File: src/rtl/rw_seq_pkg.sv
// Shared types and helpers for the wr/rd strobe sequencer.
// Latency: n/a (types, constants and pure functions only).
// Backpressure: n/a.
package rw_seq_pkg;

  // Gap LFSR: 8-bit Galois, x^8+x^6+x^5+x^4+1, right-shifting form.
  localparam int          LFSR_W        = 8;
  localparam logic [7:0]  LFSR_TAPS     = 8'hB8;
  localparam logic [7:0]  LFSR_SEED_DEF = 8'hA5;

  typedef enum logic [1:0] {
    WR_IDLE  = 2'd0,
    WR_PULSE = 2'd1,
    WR_GAP   = 2'd2,
    WR_FIN   = 2'd3
  } wr_state_e;

  typedef enum logic [1:0] {
    RD_IDLE   = 2'd0,
    RD_WAIT   = 2'd1,
    RD_ACTIVE = 2'd2,
    RD_FIN    = 2'd3
  } rd_state_e;

  // Force a requested gap into the legal [mn, mx] window.
  function automatic int gap_clamp(input int v, input int mn, input int mx);
    if (v < mn) return mn;
    if (v > mx) return mx;
    return v;
  endfunction

  // Map a 4-bit LFSR nibble onto the legal [mn, mx] window.
  function automatic int gap_from_lfsr(input logic [3:0] nib, input int mn, input int mx);
    return mn + (int'(nib) % (mx - mn + 1));
  endfunction

endpackage

File: src/rtl/rw_gap_lfsr.sv
// Free-running 8-bit Galois LFSR supplying pseudo-random gap lengths.
// Latency: advances one step every clk; state_o is the registered state.
// Backpressure: none, never stalls; reloads SEED only on rst.
// Ports: clk, rst (async active-high), state_o (current LFSR state).
module rw_gap_lfsr
  import rw_seq_pkg::*;
#(
  parameter logic [LFSR_W-1:0] SEED = LFSR_SEED_DEF
) (
  input  logic              clk,
  input  logic              rst,
  output logic [LFSR_W-1:0] state_o
);

  logic [LFSR_W-1:0] lfsr_q;
  logic [LFSR_W-1:0] lfsr_d;

  always_comb begin
    lfsr_d = {1'b0, lfsr_q[LFSR_W-1:1]};
    if (lfsr_q[0]) begin
      lfsr_d = lfsr_d ^ LFSR_TAPS;
    end
  end

  always_ff @(posedge clk or posedge rst) begin
    if (rst) begin
      lfsr_q <= SEED;
    end else begin
      lfsr_q <= lfsr_d;
    end
  end

  assign state_o = lfsr_q;

endmodule

File: src/rtl/rw_strobe_sequencer.sv
// Stimulus stage: per run, NUM_TXN 1-cycle wr strobes and NUM_TXN RD_LEN-cycle rd bursts, then done.
// Latency: start sampled at edge 0 -> first wr / busy in cycle 1; all outputs registered.
// Backpressure: none; start is ignored unless both channels are idle and busy is low.
// Ports: clk, rst (async active-high), start, gap_mode, fixed_gap in; wr, rd, done, busy, wr_cnt, rd_cnt out.
module rw_strobe_sequencer
  import rw_seq_pkg::*;
#(
  parameter int               NUM_TXN   = 5,
  parameter int               RD_LEN    = 2,
  parameter int               MIN_GAP   = 1,
  parameter int               MAX_GAP   = 3,
  parameter int               GAP_W     = 2,
  parameter logic [LFSR_W-1:0] LFSR_SEED = LFSR_SEED_DEF
) (
  input  logic                             clk,
  input  logic                             rst,
  input  logic                             start,
  input  logic                             gap_mode,
  input  logic [GAP_W-1:0]                 fixed_gap,
  output logic                             wr,
  output logic                             rd,
  output logic                             done,
  output logic                             busy,
  output logic [$clog2(NUM_TXN+1)-1:0]     wr_cnt,
  output logic [$clog2(NUM_TXN+1)-1:0]     rd_cnt
);

  localparam int CNT_W = $clog2(NUM_TXN + 1);
  localparam int LEN_W = $clog2(RD_LEN + 1);
  localparam logic [CNT_W-1:0] LAST_TXN = CNT_W'(NUM_TXN);
  localparam logic [LEN_W-1:0] LEN_INIT = LEN_W'(RD_LEN);

  wr_state_e         wr_st_q, wr_st_d;
  rd_state_e         rd_st_q, rd_st_d;
  logic [GAP_W-1:0]  wr_gap_q, wr_gap_d;
  logic [GAP_W-1:0]  rd_gap_q, rd_gap_d;
  logic [GAP_W-1:0]  wr_gap_smp, rd_gap_smp;
  logic [LEN_W-1:0]  rd_len_q, rd_len_d;
  logic [CNT_W-1:0]  wr_cnt_q, wr_cnt_d;
  logic [CNT_W-1:0]  rd_cnt_q, rd_cnt_d;
  logic              go_q, go_d;
  logic              busy_q, busy_d;
  logic              wr_q, wr_d;
  logic              rd_q, rd_d;
  logic              done_q, done_d;
  logic              both_fin;
  logic [LFSR_W-1:0] lfsr;

  rw_gap_lfsr #(
    .SEED (LFSR_SEED)
  ) u_gap_lfsr (
    .clk     (clk),
    .rst     (rst),
    .state_o (lfsr)
  );

  // Gap value offered to each channel this cycle; only used on entry to GAP/WAIT,
  // so gap_mode/fixed_gap changes mid-run take effect from the next gap.
  always_comb begin
    if (gap_mode) begin
      wr_gap_smp = GAP_W'(gap_from_lfsr(lfsr[3:0], MIN_GAP, MAX_GAP));
      rd_gap_smp = GAP_W'(gap_from_lfsr(lfsr[7:4], MIN_GAP, MAX_GAP));
    end else begin
      wr_gap_smp = GAP_W'(gap_clamp(int'(fixed_gap), MIN_GAP, MAX_GAP));
      rd_gap_smp = wr_gap_smp;
    end
  end

  always_comb begin
    wr_st_d  = wr_st_q;
    rd_st_d  = rd_st_q;
    wr_gap_d = wr_gap_q;
    rd_gap_d = rd_gap_q;
    rd_len_d = rd_len_q;
    wr_cnt_d = wr_cnt_q;
    rd_cnt_d = rd_cnt_q;
    busy_d   = busy_q;

    both_fin = (wr_st_q == WR_FIN) && (rd_st_q == RD_FIN);

    // Accept lands in go_q first so the run becomes visible in cycle 1;
    // go_q also blocks a second accept while the channels are still IDLE.
    go_d = start && (wr_st_q == WR_IDLE) && (rd_st_q == RD_IDLE) && !busy_q && !go_q;

    unique case (wr_st_q)
      WR_IDLE: begin
        if (go_q) begin
          wr_st_d  = WR_PULSE;
          wr_cnt_d = CNT_W'(1);
        end
      end
      WR_PULSE: begin
        if (wr_cnt_q < LAST_TXN) begin
          wr_st_d  = WR_GAP;
          wr_gap_d = wr_gap_smp;
        end else begin
          wr_st_d = WR_FIN;
        end
      end
      WR_GAP: begin
        if (wr_gap_q <= GAP_W'(1)) begin
          wr_st_d  = WR_PULSE;
          wr_cnt_d = wr_cnt_q + CNT_W'(1);
        end else begin
          wr_gap_d = wr_gap_q - GAP_W'(1);
        end
      end
      WR_FIN: begin
        if (both_fin) wr_st_d = WR_IDLE;
      end
      default: wr_st_d = WR_IDLE;
    endcase

    unique case (rd_st_q)
      RD_IDLE: begin
        if (go_q) begin
          rd_st_d  = RD_WAIT;
          rd_gap_d = rd_gap_smp;
          rd_cnt_d = '0;
        end
      end
      RD_WAIT: begin
        if (rd_gap_q <= GAP_W'(1)) begin
          rd_st_d  = RD_ACTIVE;
          rd_len_d = LEN_INIT;
          rd_cnt_d = rd_cnt_q + CNT_W'(1);
        end else begin
          rd_gap_d = rd_gap_q - GAP_W'(1);
        end
      end
      RD_ACTIVE: begin
        if (rd_len_q <= LEN_W'(1)) begin
          if (rd_cnt_q < LAST_TXN) begin
            rd_st_d  = RD_WAIT;
            rd_gap_d = rd_gap_smp;
          end else begin
            rd_st_d = RD_FIN;
          end
        end else begin
          rd_len_d = rd_len_q - LEN_W'(1);
        end
      end
      RD_FIN: begin
        if (both_fin) rd_st_d = RD_IDLE;
      end
      default: rd_st_d = RD_IDLE;
    endcase

    if (go_q) begin
      busy_d = 1'b1;
    end else if (both_fin) begin
      busy_d = 1'b0;
    end

    // Outputs decode the next state so they appear registered with the state.
    wr_d   = (wr_st_d == WR_PULSE);
    rd_d   = (rd_st_d == RD_ACTIVE);
    done_d = (wr_st_d == WR_FIN) && (rd_st_d == RD_FIN);
  end

  always_ff @(posedge clk or posedge rst) begin
    if (rst) begin
      wr_st_q  <= WR_IDLE;
      rd_st_q  <= RD_IDLE;
      wr_gap_q <= '0;
      rd_gap_q <= '0;
      rd_len_q <= '0;
      wr_cnt_q <= '0;
      rd_cnt_q <= '0;
      go_q     <= 1'b0;
      busy_q   <= 1'b0;
      wr_q     <= 1'b0;
      rd_q     <= 1'b0;
      done_q   <= 1'b0;
    end else begin
      wr_st_q  <= wr_st_d;
      rd_st_q  <= rd_st_d;
      wr_gap_q <= wr_gap_d;
      rd_gap_q <= rd_gap_d;
      rd_len_q <= rd_len_d;
      wr_cnt_q <= wr_cnt_d;
      rd_cnt_q <= rd_cnt_d;
      go_q     <= go_d;
      busy_q   <= busy_d;
      wr_q     <= wr_d;
      rd_q     <= rd_d;
      done_q   <= done_d;
    end
  end

  assign wr     = wr_q;
  assign rd     = rd_q;
  assign done   = done_q;
  assign busy   = busy_q;
  assign wr_cnt = wr_cnt_q;
  assign rd_cnt = rd_cnt_q;

endmodule

File: config.mk
export PLATFORM = sky130hd
export DESIGN_NAME = rw_strobe_sequencer
export DESIGN_NICKNAME = d
export VERILOG_FILES = /design/src/rtl/rw_seq_pkg.sv /design/src/rtl/rw_gap_lfsr.sv /design/src/rtl/rw_strobe_sequencer.sv
export SDC_FILE = /design/constraint.sdc
export NUM_CORES = 1
export LEC_CHECK = 0
export BUFFER_PORTS_ARGS = -buffer_cell sky130_fd_sc_hd__buf_2
export CAP_MARGIN = 20
export CORE_UTILIZATION = 50
export CTS_BUF_LIST = sky130_fd_sc_hd__clkbuf_4 sky130_fd_sc_hd__clkbuf_8 sky130_fd_sc_hd__clkbuf_16
export DETAILED_ROUTE_END_ITERATION = 12
export MAX_ROUTING_LAYER = met4
export PLACE_DENSITY = 0.67
export SYNTH_ARGS = -nofsm -noshare
export SYNTH_HDL_FRONTEND = slang
export SYNTH_SLANG_ARGS = --single-unit
File: constraint.sdc
create_clock -name clk -period 3.4 [get_ports clk]
set_input_delay 0.17 -clock clk [delete_from_list [all_inputs] [get_ports clk]]
set_output_delay 0.17 -clock clk [all_outputs]
set_load 0.05 [all_outputs]
---- Word-level counts from Yosys, hierarchy flattened ----
Index checks and enable logic that the tools add are counted.
word-level totals
  flip-flop bits (word level) ............. 29
  input port bits ......................... 6
  logic and storage cells ................. 107
operators by class
  $add $sub $neg .......................... 7
  divide/modulo/power cells ............... 2
  $lt $le $gt $ge ......................... 6
  equality and inequality tests ........... 20
  mux-type cells .......................... 37
  bitwise gates (word level) .............. 1
  reductions and logical operators ........ 21
operators by type and width
  kind                                                                              number
  5-bit by 3-bit modulo with 32-bit output, second input constant                   2
  2-bit two-way mux                                                                 19
  2-bit inequality test, second input constant                                      10
  2-bit one-hot mux with 4 select lines                                             2
  2-bit equality test, second input constant                                        7
  3-bit two-way mux                                                                 4
  3-bit one-hot mux with 2 select lines                                             2
  3-bit AND reduction                                                               4
  2-bit nonzero test                                                                5
  8-bit two-way mux                                                                 1
  2-bit one-hot mux with 2 select lines                                             2
  3-bit by 1-bit adder with 3-bit output, second input constant                     2
  2-bit by 1-bit equality test with 1-bit output, second input constant             3
  2-bit by 1-bit less-or-equal comparator with 1-bit output, second input constant  3
  1-bit logical AND                                                                 6
  3-bit < comparator, second input constant                                         2
  1-bit two-way mux                                                                 6
  2-bit one-hot mux with 3 select lines                                             1
  2-bit by 1-bit subtractor with 2-bit output, second input constant                3
  5-bit AND reduction                                                               1
  2-bit adder, first input constant                                                 2
  2-bit zero test                                                                   2
  3-bit inverter with 4-bit output                                                  1
  3-bit nonzero test                                                                1
  2 further kinds                                                                   3

---- Logic depth before layout (Yosys ltp) ----
Gate-level depths: netlist (run 1).
  depth after elaboration ................. 8
  mapped depth ............................ 12
  gate-level depth less buffers ........... 12

---- Cells and area by module ----
From an unflattened synthesis (run 1), not the netlist that was laid out.
second synthesis, totals
  cell total of the unflattened synthesis .. 215
  area, all modules ....................... 1,899.3 µm²
by module, submodules not included
  module               times used  cells an instance  area each (µm²)  sequential area each (µm²)
  rw_strobe_sequencer  1           198                1,626.6          525.5
  rw_gap_lfsr          1           17                 272.8            205.2

---- Worst setup path after synthesis (run 1) ----
Ideal clock, no wire load.
  path kind ............................... flip-flop to flip-flop
  start point ............................. register u_gap_lfsr.lfsr_q[7] (netlist: u_gap_lfsr.state_o[7])
  end point ............................... register rd_gap_q[1]
  library setup time ...................... 124 ps
  arrival ................................. 2,843 ps
  slack ................................... 434 ps
  stages on the path, launching flop included .. 12
  period minus slack after synthesis ...... 2,966 ps
  cells stage by stage .................... dfstp_2 nor2b_1 inv_1 ha_1 o21bai_1 and2_1 ha_1 or4b_4 a21oi_4 nor2_2 a311o_1 o31a_1
on the way
  cells in the longest elaborated chain, start to end .. 6
ends and longest elaborated chain
  what                                        line                        RTL
  from (decl)                                 rw_gap_lfsr.sv:15           logic [LFSR_W-1:0] lfsr_q;
  from (signal assigned)                      rw_gap_lfsr.sv:29           lfsr_q <= lfsr_d;
  5-bit by 3-bit modulo with 32-bit output *  rw_seq_pkg.sv:34            return mn + (int'(nib) % (mx - mn + 1));
  2-bit adder *                               rw_seq_pkg.sv:34
  2-bit two-way mux *                         rw_strobe_sequencer.sv:60   if (gap_mode) begin
  2-bit two-way mux                           rw_strobe_sequencer.sv:133  if (rd_cnt_q < LAST_TXN) begin
  2-bit two-way mux                           rw_strobe_sequencer.sv:132  if (rd_len_q <= LEN_W'(1)) begin
  2-bit one-hot mux with 3 select lines *     rw_strobe_sequencer.sv:114  unique case (rd_st_q)
  to (signal assigned)                        rw_strobe_sequencer.sv:179  rd_gap_q <= rd_gap_d;
  to (decl)                                   rw_strobe_sequencer.sv:36   logic [GAP_W-1:0] rd_gap_q, rd_gap_d;
Every way passes the cells marked *; elsewhere a longest branch is shown, timed or not. The select of a mux whose other input is x is not followed.
A chain may end at the register's enable or synchronous reset.

---- Worst setup path after layout (run 1) ----
Ends and elaborated chain as after synthesis.

==> results of run 1 <==
## sequential cells by signal (all words and copies together) (netlist names), 2 cells and up
name and count:
rd_cnt 3, rd_gap_q 2, rd_len_q 2, rd_st_q 2, u_gap_lfsr.state_o 8, wr_cnt 3
wr_gap_q 2, wr_st_q 2
## path summary, 6_finish.rpt
kind	to	slack [ns]	depth (start not counted)	start
max	rd_gap_q[1]	0.19	11	u_gap_lfsr.state_o[7]
min	go_q	0.07	3	start
max reg2reg	rd_gap_q[1]	0.19	11	u_gap_lfsr.state_o[7]
min reg2reg	u_gap_lfsr.state_o[2]	0.40	0	u_gap_lfsr.state_o[3]
max in group asynchronous	u_gap_lfsr.state_o[0]	2.63	4	rst
min in group asynchronous	rd_cnt[0]	0.44	4	rst
## cell usage after synthesis, types with 2 or more instances
cell type   n  area (sq um)
a21boi_0    2          15.0
a22o_1      4          35.0
o221ai_1    2          17.5
dfstp_2     4           105
nor2_1     15          56.3
and2_1      2          12.5
nand2_1    12          45.0
dfrtp_1    25           626
nor2b_1     6          37.5
mux2i_1     3          30.0
ha_1       13           163
nor3_1      5          25.0
a21o_1      3          22.5
xor2_1      4          35.0
o31ai_1     4          30.0
xnor2_1     2          17.5
o21ai_0    13          65.1
nand2b_1    8          50.1
nor4_1      2          12.5
o211ai_1    4          30.0
buf_2       2          10.0
a21oi_1     8          40.0
nand3b_1    3          22.5
clkbuf_1    7          26.3
nand3_1     2          10.0
inv_1      13          48.8
o21bai_1    2          15.0
## layer usage
layer / share of wire (%) / track usage [%] / vias up
li1: - / - / 716
met1: 43 / 24.8 / 703
met2: 50 / 35.9 / 34
met3: 3.7 / 6.42 / 12
met4: 3.2 / 13.7 / 0
met5: 0 / - / -
## per-stage QoR
stage          hold slack [ns]  setup slack [ns]
6_report                0.0694             0.189
5_1_grt                 0.0566            0.0664
2_1_floorplan            0.245             0.434
3_5_place_dp             0.265             0.175
3_3_place_gp             0.254             0.363
4_1_cts                 0.0620             0.172
## area by class of cell
type / count / area, sq um / share of cell area (%)
clock buffers: 6 / 45.0 / 2.30
clock inverters: 2 / 10.0 / 0.511
inverters: 13 / 48.8 / 2.49
multi-input cells: 141 / 975 / 49.7
flip-flops and latches: 29 / 731 / 37.3
well taps: 46 / 57.6 / 2.94
repair buffers: 17 / 92.6 / 4.73
## timing repair
| item | in CTS | in global routing |
|---|---|---|
| endpoints found under the setup margin | 0 | 1 |
| resized for setup | 0 | 1 |
| hold buffers | 1 | 0 |
| endpoints found under the hold margin | 25 | 0 |
| setup buffers | 0 | 0 |
## logic make-up (layout without fill, tap and decap cells)
family,Yosys count,after routing,synth area share (%)
buffers and inverters,22,38,4.76
AND/OR/NAND/NOR,66,66,20.0
multiplexers,4,4,2.31
XOR/XNOR,6,6,2.94
AO/OA/AOI/OAI,52,52,20.0
flip-flops,29,29,40.9
adder cells (fa/ha/maj),13,13,9.10
## tightest hold or removal path, delay by kind of cell
family / cells / cell delay, ns
buf+inv: 1 / 0.10
simple gates: 2 / 0.11
## power breakdown
group | leakage, nW | switching (mW) | internal (mW)
clock | 0.0354 | 0.121 | 0.0865
sequential | 0.355 | 0.170 | 0.461
combinational | 0.539 | 0.473 | 0.279
==> results.py, run 1 <==
metrics = {
    "drt": {
        "routed_via_density": 5.77,
        "wirelength_mm": 3.53,
        "drc": 0,
        "first_iter_violations": 104,
        "vias": 1465,
        "wire_per_inst_um": 13.9,
        "postRouteAntennaNets": 0,
        "dr.pass1.iters": 4,
    },
    "critical_path": {
        "crit_slowest_cell": "dfstp_2",
        "cpMostUsedCell": "ha_1",
        "end_kind": "register",
        "crit_family": "simple AND/OR/NAND/NOR gates",
        "start_kind": "register",
        "cp.required_ns": 3.63,
        "cp_max_fo": 5,
        "crit_chain": "nor2b_1 -> inv_1 -> ha_1 -> o21bai_1 -> and2_1 -> ha_1 -> or4b_4 -> a21oi_4 -> nor2_2 -> a311o_1 -> o31a_1",
        "max_stage_delay_ns": 0.56,
        "critPathBufInv": 1,
        "crit_arrival_ns": 3.44,
        "worstSetupPathType": "register to register",
    },
    "cts": {
        "cts_tree": "done",
        "path_clk_slew_ns": 0.10,
        "cts_root_buf": "clkbuf_4",
        "h-tree-depth": 2,
        "numCtsBuffers": 5,
        "cts_buffer_depth": 2,
        "insertion_delay_ns": 0.33,
        "cts_sinks": 29,
    },
    "placed_design": {
        "port_buffers": 15,
        "gp_congestion": 0.752,
        "hpwl_mm": 2.61,
        "dpl.cell_count": 245,
        "placed_area_sq_um": 1890,
    },
    "yosys": {
        "synthArstFlopShare_pct": 100,
        "synth_warnings": 0,
        "synth.distinct_cells": 49,
        "synth.cell_area_sq_um": 1790,
        "avgSynthCellArea_sq_um": 9.31,
        "synth_seq_cells": 29,
        "seq_area_frac_synth_pct": 40.9,
        "synth_edf_count": 0,
        "synth_flop_cell": "dfrtp_1",
        "synth_nets": 211,
        "synth_cells": 192,
    },
    "cells_and_area": {
        "fillers": 303,
        "stdcell_area_sq_um": 1960,
        "area_growth_pct": 9.59,
        "antennaDiodeCount": 0,
        "postLayoutCoreUtil_pct": 57.8,
        "drive_gt1_share_pct": 16.8,
        "layout_common_cells": "25 x dfrtp_1, 15 x nor2_1, 15 x buf_2",
        "layout_commonest_cell": "dfrtp_1",
        "nets": 226,
        "final_cells": 254,
    },
    "sta": {
        "fin_skew_ns": 0.0128,
        "tns_ns": 0,
        "slew_viol_final": 0,
        "finalSetupViolations": 0,
        "period_share_pct": 94.4,
        "fmax_mhz": 311,
        "finalHoldViolations": 0,
        "worst_pin_slew_ns": 0.500,
        "slew_headroom_pct": 66.4,
        "finalCriticalPeriod_ns": 3.21,
        "rsz0062_at_grt": "false",
    },
    "power": {
        "p_leak_nw": 0.929,
        "p_per_area_nw_per_um2": 811,
        "total_power_mw": 1.59,
        "peakVddDrop_mv": 0.556,
    },
    "global_routing": {
        "grt_util_all_layers_pct": 22.5,
        "grt_pass1_wl_mm": 5.92,
        "antenna_found_initial": 0,
        "grt-ovfl-total": 0,
        "grt_max_degree": 30,
        "grt_pass1_vias": 1365,
    },
    "min_path": {
        "hold_class": "input pin to register",
    },
    "die": {
        "initial_core_util_pct": 52.8,
        "rows": 21,
        "io_pins": 16,
        "fp.dieW_um": 61.8,
        "core_area_sq_um": 3390,
        "die_area_sq_um": 3820,
        "die_height_um": 61.8,
    },
    "status": {
        "status": "complete, no violations",
    },
    "job": {
        "cap_violations": 0,
    },
}
(Power assumes the default switching activity.)
==> run 2: changes to the inputs <==
--- a/config.mk
+++ b/config.mk
@@ -10,8 +10,10 @@
 export CORE_UTILIZATION = 50
 export CTS_BUF_LIST = sky130_fd_sc_hd__clkbuf_4 sky130_fd_sc_hd__clkbuf_8 sky130_fd_sc_hd__clkbuf_16
 export DETAILED_ROUTE_END_ITERATION = 12
+export GPL_TIMING_DRIVEN = 0
 export MAX_ROUTING_LAYER = met4
 export PLACE_DENSITY = 0.67
+export REMOVE_ABC_BUFFERS = 1
 export SYNTH_ARGS = -nofsm -noshare
 export SYNTH_HDL_FRONTEND = slang
 export SYNTH_SLANG_ARGS = --single-unit
==> run 2 against run 1 <==
  * Count of clock-buffer cells in the layout grew 1
  * Routed wire length shrank 5.5%
  * Critical endpoint unchanged
  * Critical path depth rose by 1
  * Utilization rose by 1.7 points
  * Flip-flop and latch count is the same
  * Largest cell class unchanged
  * Worst hold slack improved by 0.018 ns
  * Sequential power barely moved
  * Combinational power shrank 0.9%
  * Global-route usage is 2.3 points lower
  * Cell area is 2.9% higher
==> results.py, run 2 (synthesis results as in run 1) <==
metrics = {
    "power": {
        "swShare_pct": 44.9,
        "total_power_mw": 1.68,
        "p_seq_share_pct": 37.5,
        "p_comb_share_pct": 44.4,
        "p_per_area_nw_per_um2": 832,
        "switchingPower_mw": 0.754,
        "intPower_mw": 0.924,
        "p_clk_share_pct": 18.1,
        "p_leak_nw": 0.951,
        "peakVddDrop_mv": 0.247,
    },
    "cts": {
        "insertion_delay_ns": 0.33,
        "cts_sinks": 29,
        "cts_root_buf": "clkbuf_4",
        "path_clk_slew_ns": 0.09,
        "cts_tree": "done",
        "h-tree-depth": 2,
        "cts_setup_buffers": 0,
        "cts_buffer_depth": 2,
        "numCtsBuffers": 5,
    },
    "global_routing": {
        "grt_util_all_layers_pct": 20.2,
        "grt-ovfl-total": 0,
        "grt_max_degree": 30,
        "use_met2_pct": 32.9,
        "grt_pass1_wl_mm": 5.44,
        "met1_usage_pct": 23.9,
        "busiest_layer": "met2",
        "antenna_found_initial": 0,
        "grt_pass1_vias": 1267,
        "grt_util_met3_pct": 4.55,
    },
    "placed_design": {
        "pre_cts_ws_ns": 0.213,
        "gp_congestion": 0.794,
        "port_buffers": 15,
        "hpwl_mm": 2.36,
    },
    "drt": {
        "routed_via_density": 5.74,
        "vias": 1458,
        "first_iter_violations": 102,
        "wire_per_inst_um": 13.1,
        "wirelength_mm": 3.34,
        "dr.pass1.iters": 4,
        "postRouteAntennaNets": 0,
        "drc": 0,
    },
    "sta": {
        "slew_headroom_pct": 62.2,
        "rsz0062_at_grt": "false",
        "fmax_mhz": 318,
        "finalHoldViolations": 0,
        "fin_skew_ns": 0.00754,
        "slew_viol_final": 0,
        "hold_slack_ns": 0.0873,
        "period_share_pct": 92.5,
        "finalSetupViolations": 0,
        "finalCriticalPeriod_ns": 3.15,
        "worst_pin_slew_ns": 0.561,
        "tns_ns": 0,
        "fin_ws_ns": 0.254,
    },
    "die": {
        "rows": 21,
        "die_height_um": 61.8,
        "initial_core_util_pct": 52.8,
        "fp.dieW_um": 61.8,
        "core_area_sq_um": 3390,
        "io_pins": 16,
        "die_area_sq_um": 3820,
    },
    "cells_and_area": {
        "area_growth_pct": 12.7,
        "drive_gt1_share_pct": 17.3,
        "largest_reg_flops": 8,
        "fillers": 311,
        "antennaDiodeCount": 0,
        "layout_commonest_cell": "dfrtp_1",
        "postLayoutCoreUtil_pct": 59.5,
        "nets": 226,
        "layout_common_cells": "25 x dfrtp_1, 15 x nor2_1, 15 x buf_2",
    },
    "critical_path": {
        "r2r_slack_ns": 0.25,
        "start_kind": "register",
        "cp.required_ns": 3.62,
        "cpMostUsedCell": "ha_1",
        "critPathBufInv": 0,
        "crit_chain": "nor2b_2 -> ha_1 -> ha_1 -> nand2b_1 -> nand2_1 -> and2_1 -> ha_1 -> or4b_4 -> a21oi_4 -> nor2_2 -> a311o_1 -> o31a_1",
        "rr_endpoint": "rd_gap_q[1]",
        "crit-reg2reg-launch": "u_gap_lfsr.state_o[6]",
        "end_kind": "register",
        "crit_slowest_cell": "or4b_4",
        "reg2regPathDepth": 12,
        "crit_arrival_ns": 3.36,
        "cp_max_fo": 5,
        "crit_family": "simple AND/OR/NAND/NOR gates",
        "max_stage_delay_ns": 0.53,
        "worstSetupPathType": "register to register",
    },
    "job": {
        "cap_violations": 0,
    },
    "status": {
        "status": "complete, no violations",
    },
    "min_path": {
        "hold_path_depth": 3,
        "min_to": "go_q",
        "hold_class": "input pin to register",
        "hp-start": "start",
    },
}
## run 2: cell count changes in the layout (fill, tap and decap cells not counted), sizes merged
cell,delta
clkinv,-2
clkbuf,+1
bufinv,+1
## run 2: repair_timing
| item | 4_1_cts | 5_1_grt |
|---|---|---|
| endpoints found under the hold margin | 0 | 4 |
| gates resized for setup | 0 | 2 |
| setup endpoints to repair | 0 | 1 |
| hold buffers | 0 | 1 |
## run 2: worst register-to-register path: stages, from the launching register on
cell and delay [ns]:
dfrtp_1 0.44, nor2b_2 0.22, ha_1 0.22, ha_1 0.24
nand2b_1 0.14, nand2_1 0.07, and2_1 0.16, ha_1 0.20
or4b_4 0.53, a21oi_4 0.15, nor2_2 0.07, a311o_1 0.33
o31a_1 0.27
## run 2: cell type report
cell class / count / area [sq um] / area share, %
repair buffers: 17 / 113 / 5.59
multi-input cells: 141 / 977 / 48.5
clock inverters: 1 / 30.0 / 1.49
clock buffers: 7 / 58.8 / 2.92
flip-flops and latches: 29 / 731 / 36.3
inverters: 13 / 48.8 / 2.42
well taps: 46 / 57.6 / 2.86
## run 2: worst max-delay path by stage
stage / start / to / slack (ns) / depth (start not counted)
after floorplan: u_gap_lfsr.state_o[7] / rd_gap_q[1] / 0.43 / 11
after global placement: u_gap_lfsr.state_o[7] / rd_gap_q[1] / 0.30 / 11
after detailed placement: u_gap_lfsr.state_o[7] / rd_gap_q[1] / 0.21 / 11
after CTS: u_gap_lfsr.state_o[7] / rd_gap_q[1] / 0.19 / 11
after global routing: u_gap_lfsr.state_o[6] / rd_gap_q[1] / 0.02 / 12
final: u_gap_lfsr.state_o[6] / rd_gap_q[1] / 0.25 / 12
## run 2: layer usage
metal,share of wire (%),wire [um]
met3,3.7,123
met1,47,1560
met2,49,1620
met5,0,0
met4,1.1,36
## run 2: power groups by stage
stage | Combinational (mW) | Sequential (mW) | Clock [mW]
after floorplan | 0.415 | 0.778 | 0
after global placement | 0.720 | 0.623 | 0
after detailed placement | 0.744 | 0.633 | 0
after CTS | 0.746 | 0.626 | 0.307
after global routing | 0.837 | 0.659 | 0.325
final | 0.745 | 0.630 | 0.303
## run 2: through the flow
step,instances,area (sq um)
3_3_place_gp,244,1880
2_1_floorplan,183,1750
6_report,254,2020
4_1_cts,252,1970
3_5_place_dp,244,1880
5_1_grt,254,2020
